<file path="src/rtl/dti_upsize.sv">
// Width upsizer: packs RATIO narrow {eot,payload} words LSB-first into one
// registered wide word {eot, cnt, word[RATIO-1..0]}; eot flushes a partial group.
module dti_upsize #(
  parameter  int DIN   = 16,
  parameter  int RATIO = 4,
  localparam int CNTW  = $clog2(RATIO + 1),
  localparam int OW    = 1 + CNTW + RATIO * DIN
) (
  input  logic          clk,
  input  logic          rst,
  input  logic [DIN:0]  din_data_i,
  input  logic          din_valid_i,
  output logic          din_ready_o,
  output logic [OW-1:0] dout_data_o,
  output logic          dout_valid_o,
  input  logic          dout_ready_i
);

  localparam int CW = (RATIO > 1) ? $clog2(RATIO) : 1;

  logic [CW-1:0]        cnt_q, cnt_d;
  logic [RATIO*DIN-1:0] slots_q, slots_d, slotsWr;
  logic [OW-1:0]        outData_q, outData_d;
  logic                 outValid_q, outValid_d;

  logic                 accept;
  logic                 inEot;
  logic                 closeGrp;
  logic [CNTW-1:0]      grpCnt;

  assign din_ready_o  = ~outValid_q | dout_ready_i;
  assign accept       = din_valid_i & din_ready_o;
  assign inEot        = din_data_i[DIN];
  assign closeGrp     = accept & (inEot | (cnt_q == CW'(RATIO - 1)));
  assign grpCnt       = CNTW'(cnt_q) + CNTW'(1);
  assign dout_data_o  = outData_q;
  assign dout_valid_o = outValid_q;

  // Slots above cnt_q are always zero because a closing group clears them all.
  always_comb begin
    slotsWr = slots_q;
    for (int i = 0; i < RATIO; i++) begin
      if (cnt_q == CW'(i)) slotsWr[i*DIN +: DIN] = din_data_i[DIN-1:0];
    end
  end

  always_comb begin
    cnt_d      = cnt_q;
    slots_d    = slots_q;
    outData_d  = outData_q;
    outValid_d = outValid_q;
    if (outValid_q && dout_ready_i) outValid_d = 1'b0;
    if (closeGrp) begin
      outData_d  = {inEot, grpCnt, slotsWr};
      outValid_d = 1'b1;
      cnt_d      = '0;
      slots_d    = '0;
    end else if (accept) begin
      cnt_d   = cnt_q + CW'(1);
      slots_d = slotsWr;
    end
  end

  always_ff @(posedge clk or negedge rst) begin
    if (!rst) begin
      cnt_q      <= '0;
      slots_q    <= '0;
      outData_q  <= '0;
      outValid_q <= 1'b0;
    end else begin
      cnt_q      <= cnt_d;
      slots_q    <= slots_d;
      outData_q  <= outData_d;
      outValid_q <= outValid_d;
    end
  end

endmodule
</file>
<file path="config.mk">
export PLATFORM = sky130hd
export DESIGN_NAME = dti_upsize
export DESIGN_NICKNAME = d
export VERILOG_FILES = /design/src/rtl/dti_upsize.sv
export SDC_FILE = /design/constraint.sdc
export NUM_CORES = 1
export LEC_CHECK = 0
export CAP_MARGIN = 40
export CORE_ASPECT_RATIO = 1.25
export CORE_UTILIZATION = 30
export CTS_CLUSTER_DIAMETER = 200
export DETAILED_ROUTE_END_ITERATION = 6
export GPL_TIMING_DRIVEN = 0
export PLACE_DENSITY = 0.47
export SYNTH_ARGS = -nofsm -noshare
export SYNTH_HDL_FRONTEND = slang
export SYNTH_SLANG_ARGS = --single-unit
export TNS_END_PERCENT = 10
</file>
<file path="constraint.sdc">
create_clock -name clk -period 2.25 [get_ports clk]
set_input_delay 0.5625 -clock clk [delete_from_list [all_inputs] [get_ports clk]]
set_output_delay 0.5625 -clock clk [all_outputs]
set_load 0.01 [all_outputs]
</file>
==> summary.md, run 1 <==
| Metric | Value |
|---|---|
| Leak Pwr | `0.003764 uW` |
| Max Fclk | `453.3 MHz` |
| Post-synth top area share | `between 50% and 60%` |
| Post-Syn Instances | `~380` |
| Total number of vias | `3556` |
| Wirelength per Cell | `18.85 microns` |
| FF-to-FF Start | `cnt_q[0]` |
| Global-route wire length before repair | `about 23000 microns` |
| Overflow after GRT | `0` |
| Critical Path End Type | `output pin` |
| Top cells by area, synth | `dfrtp_1 (56%), mux2_4 (13%), mux2_2 (7.4%), a22o_1 (7.2%), mux2_1 (6.9%)` |
| Later-pin clock latency in the skew report | `420 ps` |
| # setup viols final | `0` |
| Largest net degree at the start of global routing | `71` |
| Worst path buffer plus inverter count | `4` |
| Layout cells sized above 1 | `between 30 and 40%` |
| Max-cap violation count | `0` |
| Slew headroom | `roughly 56%` |
| Starting density of the core | `between 30% and 40%` |
| Worst setup startpoint | `dout_ready_i` |
| YS warnings | `0` |
| DRC viols | `0` |
| Number of diodes | `0` |
| Area growth, synth to finish | `30.24%` |
| Actual slew at the worst max-slew pin | `660.3 ps` |
| Power per cell area | `1057 mW/mm^2` |
| Post-synthesis cell area | `~0.0061 sq mm` |
| Critical path type | `in2out` |
| Die height | `approximately 160 microns` |
| RSZ-0062 raised after global routing | `false` |
| DP HPWL | `9585 microns` |
| WP data required | `1690 ps` |
| Clock-pin slew on the worst setup and hold paths | `~50 ps` |
| Crit path max fanout | `2` |
| Chip width | `roughly 130 microns` |
| Post-Route WL | `between 10000 and 15000 microns` |
| Initial antenna violation count | `0` |
| Min Clock Period, post-route | `2206 ps` |
| Die Area | `0.02080 sq mm` |
| Crit path to | `din_ready_o` |
| WP depth | `5` |
| CP max stage delay | `between 400 and 500 ps` |
| Setup WS post-layout | `~44 ps` |
| Status | `finished, final reports clean` |
| Number of global-route vias before repair | `3863` |
| Total global-route track usage | `15.12%` |
| Type of the tightest min-delay check | `in2async` |
| Clock Path Buffers | `2` |
| # hold bufs at CTS | `0` |
| Initial DRC Count | `roughly 160` |
| Post-synthesis sequential area ratio | `55.69%` |
| Largest area contributor in the netlist | `dfrtp_1` |
| Max Slew Vio Count | `0` |
| CTS Root Cell | `clkbuf_16` |
| Cell variety after synth | `25` |
| Worst R2R Path Depth | `6` |
| Syn_nets | `407` |
| Filler cells | `1827` |
| Post-route ant nets | `0` |
| Clock Skews | `8.428 ps` |
| Clock sinks | `roughly 140` |
| Mean Syn Cell Area | `15.88 sq um` |
| Number of synthesized register bits | `roughly 140` |
| # IOs | `a little over 90` |
| Setup crit start kind | `input pin` |
| Slack of the worst reg-to-reg path | `about 200 ps` |
| Drt pass-1 iters | `5` |
| # nets final | `516` |
| PortBufs | `88` |
| WP data arrival | `~1600 ps` |
| Placed cell areas | `0.007307 sq mm` |
| # rows | `between 50 and 60` |
| Final GP Congestion | `0.7401` |
| H-tree Lvls | `4` |
| Tcrit/Tclk final | `about 98%` |
| Worst Setup Slack post-DPL | `-383.0 ps` |
| Final Hold Viols | `0` |
| Core box area | `a little under 0.02 sq mm` |
| Ordered cell list for the critical path | `clkdlybuf4s50_1 > and2b_4 > inv_2 > buf_8 > clkdlybuf4s15_2` |
| Vias per inst | `4.630` |
| Num CTS Buffers | `17` |
| CP max-delay cell | `clkdlybuf4s50_1` |
| Critical path's top delay family | `buffers and inverters` |
| Peak supply drop | `0.5750 mV` |
| CTS tree | `done` |
| Reg-to-reg critical path endpoint | `dout_data_o[12]` |
| Final instance area | `0.007900 sq mm` |
## flip-flops by register name (all words and copies together) (netlist names)
register / count
dout_data_o: 68
dout_valid_o: 1
cnt_q: 2
slots_q: 64
## cells by family (layout without fill, tap and decap cells)
| family | Yosys count | after routing | synth area share (%) |
|---|---|---|---|
| DFF | 135 | 135 | 55.69 |
| muxes | 130 | 130 | 27.41 |
| AOI/OAI and AO/OA | 55 | 55 | 8.354 |
| and+or+nand+nor | 29 | 29 | 4.187 |
| buffers and inverters | 29 | 150 | 3.527 |
| adders and majority gates | 4 | 4 | 0.8251 |
## through the flow
step                cells  hold slack (ps)  util [%]  total power [uW]  setup TNS (ps)
finish                768            157.9     40.28              8354               0
global route          768            208.8     40.28              8770               0
CTS                   769            185.5     40.29              8472               0
detailed placement    736            465.9     37.26              5671           -3773
global placement      735            461.0     37.11              5645         -663720
floorplan             382            266.9         -              4534               0
## cell usage in the layout (no fill, tap or decap), types with 4 or more instances in the layout
cell / instances
ha_1: 4
buf_4: 12
mux2_4: 53
clkdlybuf4s50_1: 86
buf_6: 8
clkbuf_16: 17
buf_2: 6
dfrtp_1: 135
and2_1: 17
a22o_1: 50
mux2_1: 37
mux2_2: 40
## per-layer routing
metal  wire [microns]  track usage (%)  part of all wire, %  up-vias
met5                0                0                    0        -
met4              191            5.134                  1.3        0
met3              503            3.478                  3.5       19
met2             7018            23.68                   48       84
met1             6767            20.44                   47     1834
li1                 -                -                    -     1619
## timing repair
action,CTS,global route
setup buffers,2,0
endpoints found under the setup margin,1,19
pin swaps,0,0
cloned,0,0
resized for setup,4,1
## area by class of cell
| type | instances | area, sq um | share of cell area, % |
|---|---|---|---|
| sequential | 135 | 3378 | 42.76 |
| buffer | 25 | 203.9 | 2.582 |
| timing repair buffer | 91 | 925.9 | 11.72 |
| multi-input combinational | 218 | 2474 | 31.31 |
| clock buffer | 23 | 478.0 | 6.050 |
| tap | 265 | 331.6 | 4.197 |
| inverter | 3 | 11.26 | 0.1425 |
| clock inverter | 8 | 97.59 | 1.235 |
## cell usage after synthesis
cell      instances
dfrtp_1         135
mux2_4           53
a22o_1           50
mux2_2           40
mux2_1           37
and2_1           17
buf_4            10
buf_6             8
buf_2             6
ha_1              4
nor4b_4           3
inv_1             2
nand3_1           2
nand4_1           2
o21ai_1           2
o311ai_2          2
and2b_4           1
buf_1             1
clkbuf_1          1
inv_2             1
nand2_1           1
nand2b_4          1
nand3b_4          1
nor2_2            1
o311ai_4          1
## worst register-to-register path: stages (launching register included)
cell     delay [ps]
dfrtp_1         400
inv_1           150
ha_1            160
buf_2           240
buf_2           320
mux2_2          380
mux2_1          280
## worst min path at each step
stage	from	endpoint	slack, ps	cells past startpoint
floorplan	rst	cnt_q[0]	270	0
global placement	slots_q[63]	slots_q[63]	460	1
finish	rst	slots_q[52]	160	1
global route	rst	dout_data_o[52]	210	1
CTS	rst	dout_data_o[52]	190	1
detailed placement	slots_q[48]	slots_q[48]	470	1
## where the power goes
group	total (uW)	internal, uW	switching (uW)	leakage [uW]
registers	3230	2930	300	0.00181
clock network	2750	1710	1040	0.000275
logic	2370	1460	917	0.00168
No activity file was read; power rests on OpenSTA's default activity.
==> run 2, diff against run 1 <==
--- a/config.mk
+++ b/config.mk
@@ -7,7 +7,9 @@
 export LEC_CHECK = 0
 export CAP_MARGIN = 40
 export CORE_ASPECT_RATIO = 1.25
+export CORE_MARGIN = 1.5
 export CORE_UTILIZATION = 30
+export CTS_BUF_LIST = sky130_fd_sc_hd__clkbuf_4 sky130_fd_sc_hd__clkbuf_8 sky130_fd_sc_hd__clkbuf_16
 export CTS_CLUSTER_DIAMETER = 200
 export DETAILED_ROUTE_END_ITERATION = 6
 export GPL_TIMING_DRIVEN = 0
==> run 2 against run 1 <==
  * Core utilization decreased by 0.42 points
  * Cell area is 0.70% higher
  * Flip-flop and latch count did not move
  * Worst hold slack lost 46 ps
  * Register-to-register slack got worse by 20 ps
  * Non-clock buffer count grew 2
  * Critical path type unchanged
  * Critical path depth is the same
  * Final cell count is 1.0% higher
  * Worst setup slack better by 2.3 ps
  * Clock power grew 4%
  * Highest routed layer unchanged
  * Wire length increased by 0.43%
  * Largest power group unchanged
  * First-iteration DRC count shrank 28%
==> summary.md, run 2 (synthesis gave the netlist of run 1 again) <==
| Metric | Value |
|---|---|
| Status | `finished, final reports clean` |
| Num CTS Buffers | `17 (unchanged)` |
| Worst Setup Slack post-DPL | `-351.6 ps (+31.34 ps)` |
| Die height | `162.0 microns (+0.62%)` |
| Global-route wire length before repair | `23250 microns (+0.39%)` |
| Peak supply drop | `0.4718 mV (-18%)` |
| # IOs | `91 (unchanged)` |
| Filler cells | `1891 (+3.5%)` |
| Wirelength per Cell | `18.74 microns (-0.61%)` |
| Tcrit/Tclk final | `97.94% (-0.10 points)` |
| Initial DRC Count | `112 (-28%)` |
| Max Fclk | `453.8 MHz (+0.10%)` |
| Logic gate share of total power | `28.2% (-0.2 points)` |
| H-tree Lvls | `4 (unchanged)` |
| CTS Root Cell | `clkbuf_16` |
| Clock Skews | `6.802 ps (-1.626 ps)` |
| Slack of the worst reg-to-reg path | `180 ps (-20 ps)` |
| Drt pass-1 iters | `5 (unchanged)` |
| Sw Pwr | `2314 uW (+2.5%)` |
| Sw Ratio | `27.33% (+0.31 points)` |
| Post-Route WL | `14540 microns (+0.43%)` |
| Final GP Congestion | `0.7388 (-0.18%)` |
| Leading cell type in the layout, fill and taps excluded | `dfrtp_1` |
| Setup WS post-layout | `46.38 ps (+2.289 ps)` |
| Clock-pin slew on the worst setup and hold paths | `60 ps (about the same)` |
| Placed cell areas | `0.007313 sq mm (about the same)` |
| Leak Pwr | `0.003780 uW (+0.42%)` |
| Power per cell area | `1064 mW/mm^2 (+0.64%)` |
| Chip width | `130.2 microns (+0.77%)` |
| Critical path's top delay family | `buffers and inverters` |
| Final instance area | `0.007955 sq mm (+0.70%)` |
| Later-pin clock latency in the skew report | `420 ps (about the same)` |
| Slew headroom | `56.73% (+0.74 points)` |
| Number of global-route vias before repair | `3929 (+1.7%)` |
| CTS tree | `done` |
| Min Clock Period, post-route | `2204 ps (-2.289 ps)` |
| Final Util | `39.86% (-0.42 points)` |
| WP data arrival | `1640 ps (about the same)` |
| Clock Path Buffers | `2 (unchanged)` |
| Number of diodes | `0 (unchanged)` |
| Worst path buffer plus inverter count | `4 (unchanged)` |
| Max Slew Vio Count | `0 (unchanged)` |
| Largest net degree at the start of global routing | `76 (+7.0%)` |
| PortBufs | `88 (unchanged)` |
| DP HPWL | `9761 microns (+1.8%)` |
| Leading cell types in the layout, fill and taps excluded | `dfrtp_1 (135), clkdlybuf4s50_1 (86), mux2_4 (53)` |
| Core box area | `0.01996 sq mm (+1.8%)` |
| Ordered cell list for the critical path | `clkdlybuf4s50_1 > and2b_4 > inv_2 > buf_8 > clkdlybuf4s15_2` |
| DRC viols | `0 (unchanged)` |
| Register share of total power | `38.2% (-0.5 points)` |
| Starting density of the core | `30.39% (-0.53 points)` |
| Die Area | `0.02109 sq mm (+1.4%)` |
| Setup crit start kind | `input pin` |
| Total number of vias | `3577 (+0.59%)` |
| Worst setup startpoint | `dout_ready_i` |
| Actual slew at the worst max-slew pin | `648.1 ps (-12.20 ps)` |
| Initial antenna violation count | `0 (unchanged)` |
| WP data required | `1690 ps (about the same)` |
| Final cell count without fillers | `776 (+1.0%)` |
| Placed Cells | `741 (+0.68%)` |
| Critical Path End Type | `output pin` |
| Max-cap violation count | `0 (unchanged)` |
| # setup viols final | `0 (unchanged)` |
| Crit path max fanout | `6 (+4)` |
| Clk pwr share | `33.7% (+0.8 points)` |
| # hold bufs at CTS | `0 (unchanged)` |
| Area growth, synth to finish | `31.15%` |
| Register Area | `0.003378 sq mm (unchanged)` |
| RSZ-0062 raised after global routing | `false` |
| Multi-input logic area | `0.002474 sq mm (unchanged)` |
| Critical path type | `in2out` |
| Total global-route track usage | `14.92% (-0.19 points)` |
| Type of the tightest min-delay check | `in2async` |
| Final Hold Viols | `0 (unchanged)` |
| Post-route ant nets | `0 (unchanged)` |
| CP max-delay cell | `clkdlybuf4s50_1` |
| CP max stage delay | `460 ps (-20 ps)` |
| # rows | `58 (+1.8%)` |
| Clock sinks | `135 (unchanged)` |
| # nets final | `518 (+0.39%)` |
| Int Pwr | `6152 uW (+0.91%)` |
| Layout cells sized above 1 | `33.20% (+0.99 points)` |
| Max reg flops | `68 (unchanged)` |
| Worst hold margin | `111.4 ps (-46.45 ps)` |
| FF-to-FF Start | `cnt_q[0]` |
| Vias per inst | `4.610 (-0.45%)` |
| Overflow after GRT | `0 (unchanged)` |
## run 2: changes by cell type in the layout (fill, tap and decap cells not counted)
cell        before  now
buf_4           12   14
bufinv_16        2    3
clkbuf_1         3    0
clkbuf_4         0    1
clkbuf_8         3    0
clkinv_2         3    1
clkinv_4         0    4
clkinvlp_4       3    5
inv_6            0    1
## run 2: stage by stage
| step | power [uW] | setup TNS [ps] |
|---|---|---|
| 3_3_place_gp | 5661 | -662200 |
| 5_1_grt | 8925 | 0 |
| 2_1_floorplan | 4534 | 0 |
| 4_1_cts | 8596 | 0 |
| 6_report | 8466 | 0 |
| 3_5_place_dp | 5685 | -1894 |
## run 2: power groups by stage
| stage | logic [uW] | registers [uW] | clock network, uW |
|---|---|---|---|
| finish | 2380 | 3230 | 2850 |
| floorplan | 1160 | 3370 | 0 |
| global placement | 2380 | 3280 | 0 |
| CTS | 2420 | 3240 | 2930 |
| global route | 2570 | 3310 | 3040 |
| detailed placement | 2410 | 3280 | 0 |
## run 2: cell type report
cell class              count  area share, %
well taps                 270          4.247
clock buffers              18          5.442
clock inverters            14          2.218
repair buffers             93          11.83
multi-input cells         218          31.09
inverters                   3         0.1416
flip-flops and latches    135          42.47
plain buffers              25          2.564
## run 2: worst paths after layout
| path | to | depth (start not counted) |
|---|---|---|
| max in group asynchronous | dout_valid_o | 2 |
| hold / removal | dout_data_o[51] | 1 |
| setup reg to reg | dout_data_o[7] | 6 |
| min in group clk | slots_q[62] | 1 |
| hold reg to reg | slots_q[62] | 1 |
| setup / recovery | din_ready_o | 5 |
## run 2: repair_timing
action	CTS	global route
resized for setup	3	2
buffers inserted	1	3
endpoints found under the setup margin	1	21
## run 2: worst register-to-register path, delay by kind of cell, from the launching register on
family / cells / cell delay [ps]
adders and majority gates: 1 / 170
buffers and inverters: 3 / 730
muxes: 2 / 650
DFF: 1 / 400
## run 2: per-layer routing
metal | share of wire (%) | track usage, % | wire length [microns] | vias to the layer above
met5 | 0 | 0 | 0 | -
met3 | 4.3 | 3.689 | 619 | 15
met2 | 48 | 23.76 | 6999 | 90
li1 | - | - | - | 1631
met1 | 46 | 19.64 | 6729 | 1841
met4 | 1.3 | 5.303 | 193 | 0
==> run 3, diff against run 2 <==
--- a/config.mk
+++ b/config.mk
@@ -13,7 +13,7 @@
 export CTS_CLUSTER_DIAMETER = 200
 export DETAILED_ROUTE_END_ITERATION = 6
 export GPL_TIMING_DRIVEN = 0
-export PLACE_DENSITY = 0.47
+export PLACE_DENSITY_LB_ADDON = 0.05
 export SYNTH_ARGS = -nofsm -noshare
 export SYNTH_HDL_FRONTEND = slang
 export SYNTH_SLANG_ARGS = --single-unit
==> run 3 against run 2 <==
  * Critical endpoint unchanged
  * Register-to-register slack hardly changed
  * Sequential share of layout area rose by 0.64 points
  * Critical path type unchanged
  * Worst hold slack better by 79 ps
  * Highest routed layer unchanged
  * Maximum frequency grew 3.2%
==> summary.md, run 3 (synthesis gave the netlist of run 1 again) <==
| Metric | Value |
|---|---|
| Layout cells sized above 1 | `32.40% (-0.80 points)` |
| Area growth, synth to finish | `29.19%` |
| RSZ-0062 raised after global routing | `false` |
| Global-route wire length before repair | `22990 microns (-1.1%)` |
| Tcrit/Tclk final | `94.86% (-3.1 points)` |
| Post-Route WL | `14660 microns (+0.81%)` |
| CP max stage delay | `450 ps (about the same)` |
| Wirelength per Cell | `19.04 microns (+1.6%)` |
| # rows | `58 (unchanged)` |
| PortBufs | `88 (unchanged)` |
| Max Fclk | `468.5 MHz (+3.2%)` |
| Fin Setup TNS | `0 ps (unchanged)` |
| Final Hold Viols | `0 (unchanged)` |
| Critical path type | `in2out` |
| # hold bufs at CTS | `0 (unchanged)` |
| Starting density of the core | `30.39% (unchanged)` |
| Initial DRC Count | `155 (+38%)` |
| Placed cell areas | `0.007313 sq mm (unchanged)` |
| Post-route ant nets | `0 (unchanged)` |
| Leak Pwr | `0.003745 uW (-0.92%)` |
| Final instance area | `0.007836 sq mm (-1.5%)` |
| WP data required | `1690 ps (about the same)` |
| Crit path max fanout | `10 (+4)` |
| Leading cell types in the layout, fill and taps excluded | `dfrtp_1 (135), clkdlybuf4s50_1 (86), mux2_4 (53)` |
| Final GP Congestion | `0.7276 (-1.5%)` |
| CTS tree | `done` |
| Placed Cells | `741 (unchanged)` |
| Clock Skews | `4.749 ps (-2.053 ps)` |
| Power per cell area | `1037 mW/mm^2 (-2.6%)` |
| Logic gate share of total power | `29.1% (+0.9 points)` |
| Clock-pin slew on the worst setup and hold paths | `60 ps (about the same)` |
| Overflow after GRT | `0 (unchanged)` |
| Die Area | `0.02109 sq mm (unchanged)` |
| Sw Ratio | `27.17% (-0.15 points)` |
| Setup crit start kind | `input pin` |
| Core box area | `0.01996 sq mm (unchanged)` |
| Filler cells | `1884 (-0.37%)` |
| Register share of total power | `39.8% (+1.6 points)` |
| Drt pass-1 iters | `4 (-1)` |
| Worst Setup Slack post-DPL | `-331.4 ps (+20.21 ps)` |
| Critical path's top delay family | `buffers and inverters` |
| Type of the tightest min-delay check | `in2async` |
| Clk pwr share | `31.0% (-2.7 points)` |
| Clock sinks | `135 (unchanged)` |
| Max-cap violation count | `0 (unchanged)` |
| Worst path buffer plus inverter count | `4 (unchanged)` |
| CP max-delay cell | `clkdlybuf4s50_1` |
| Num CTS Buffers | `17 (unchanged)` |
| WP data arrival | `1570 ps (-70 ps)` |
| Sw Pwr | `2208 uW (-4.6%)` |
| Total number of vias | `3537 (-1.1%)` |
| Number of global-route vias before repair | `3787 (-3.6%)` |
| Clock Path Buffers | `2 (unchanged)` |
| Total global-route track usage | `14.92% (about the same)` |
| # setup viols final | `0 (unchanged)` |
| Status | `finished, final reports clean` |
| Max Slew Vio Count | `0 (unchanged)` |
| H-tree Lvls | `4 (unchanged)` |
| Later-pin clock latency in the skew report | `410 ps (about the same)` |
| DRC viols | `0 (unchanged)` |
| DP HPWL | `9850 microns (+0.91%)` |
| Actual slew at the worst max-slew pin | `719.3 ps (+71.22 ps)` |
| Ordered cell list for the critical path | `clkdlybuf4s50_1 > and2b_4 > inv_2 > buf_6 > clkbuf_2` |
| Final cell count without fillers | `770 (-0.77%)` |
| Slew headroom | `52.05% (-4.7 points)` |
| Largest net degree at the start of global routing | `75 (-1.3%)` |
| CTS Root Cell | `clkbuf_16` |
| Chip width | `130.2 microns (unchanged)` |
| Leading cell type in the layout, fill and taps excluded | `dfrtp_1` |
| Worst hold margin | `190.7 ps (+79.33 ps)` |
| Min Clock Period, post-route | `2134 ps (-69.34 ps)` |
| Die height | `162.0 microns (unchanged)` |
| Vias per inst | `4.594 (-0.35%)` |
| # nets final | `514 (-0.77%)` |
| Critical Path End Type | `output pin` |
| # IOs | `91 (unchanged)` |
| Setup WS post-layout | `115.7 ps (+69.34 ps)` |
| Number of diodes | `0 (unchanged)` |
| Int Pwr | `5917 uW (-3.8%)` |
| Initial antenna violation count | `0 (unchanged)` |
| Max reg flops | `68 (unchanged)` |
| Peak supply drop | `0.5462 mV (+16%)` |
==> run 3: cell count changes in the layout (fill, tap and decap cells not counted), sizes merged <==
| cell | delta |
|---|---|
| clkdlybuf4s15 | -1 |
| clkinv | -2 |
| buf | -3 |
| bufinv | -3 |
| clkinvlp | -4 |
| clkbuf | +8 |
| inv | -1 |
==> run 3: timing repair <==
item	in CTS	in global routing
setup endpoints to repair	11	11
endpoints found under the hold margin	0	0
gates resized for setup	2	1
buffers inserted	1	0
pin swaps	0	0
==> run 3: power by group through the flow <==
stage	combinational, uW	sequential (uW)	clock, uW
6_report	2370	3240	2520
4_1_cts	2420	3240	2600
3_3_place_gp	2380	3280	0
3_5_place_dp	2400	3280	0
2_1_floorplan	1160	3370	0
5_1_grt	2550	3310	2700
==> run 3: through the flow <==
step,power [uW],util (%)
3_5_place_dp,5679,36.65
4_1_cts,8266,39.31
2_1_floorplan,4534,-
5_1_grt,8551,39.27
3_3_place_gp,5660,36.50
6_report,8125,39.27
==> run 3: worst paths after layout <==
check                             startpoint              end  slack (ps)  cells past startpoint
min in group clk                 slots_q[63]      slots_q[63]         480                      1
worst max-delay path            dout_ready_i      din_ready_o         120                      5
worst max register to register      cnt_q[0]  dout_data_o[12]         190                      6
worst min register to register   slots_q[63]      slots_q[63]         480                      1
worst min-delay path                     rst  dout_data_o[40]         190                      1
max in group asynchronous                rst      slots_q[53]        1290                      2
==> run 3: final cells by class <==
type                            count  area (sq um)  share of cell area [%]
Timing Repair Buffer               90         912.1                   11.64
Clock buffer                       26         505.5                   6.451
Inverter                            3         11.26                  0.1437
Clock inverter                      4         22.52                  0.2874
Multi-Input combinational cell    218          2474                   31.57
Tap cell                          270         337.8                   4.311
Buffer                             24         195.2                   2.491
Sequential cell                   135          3378                   43.11
==> run 3: layer usage <==
layer  up-vias  share of wire [%]  global-route usage (%)
met5         -                  0                       0
met4         0                1.6                   5.606
met3        19                3.5                   3.294
met2        81                 49                   23.64
met1      1817                 46                   19.87
li1       1620                  -                       -
==> run 3: worst reg2reg max path, cell delays in order, from the launching register on <==
cell and delay (ps):
dfrtp_1 400, inv_1 150, ha_1 170, buf_2 230, buf_2 340, mux2_2 370
mux2_1 280
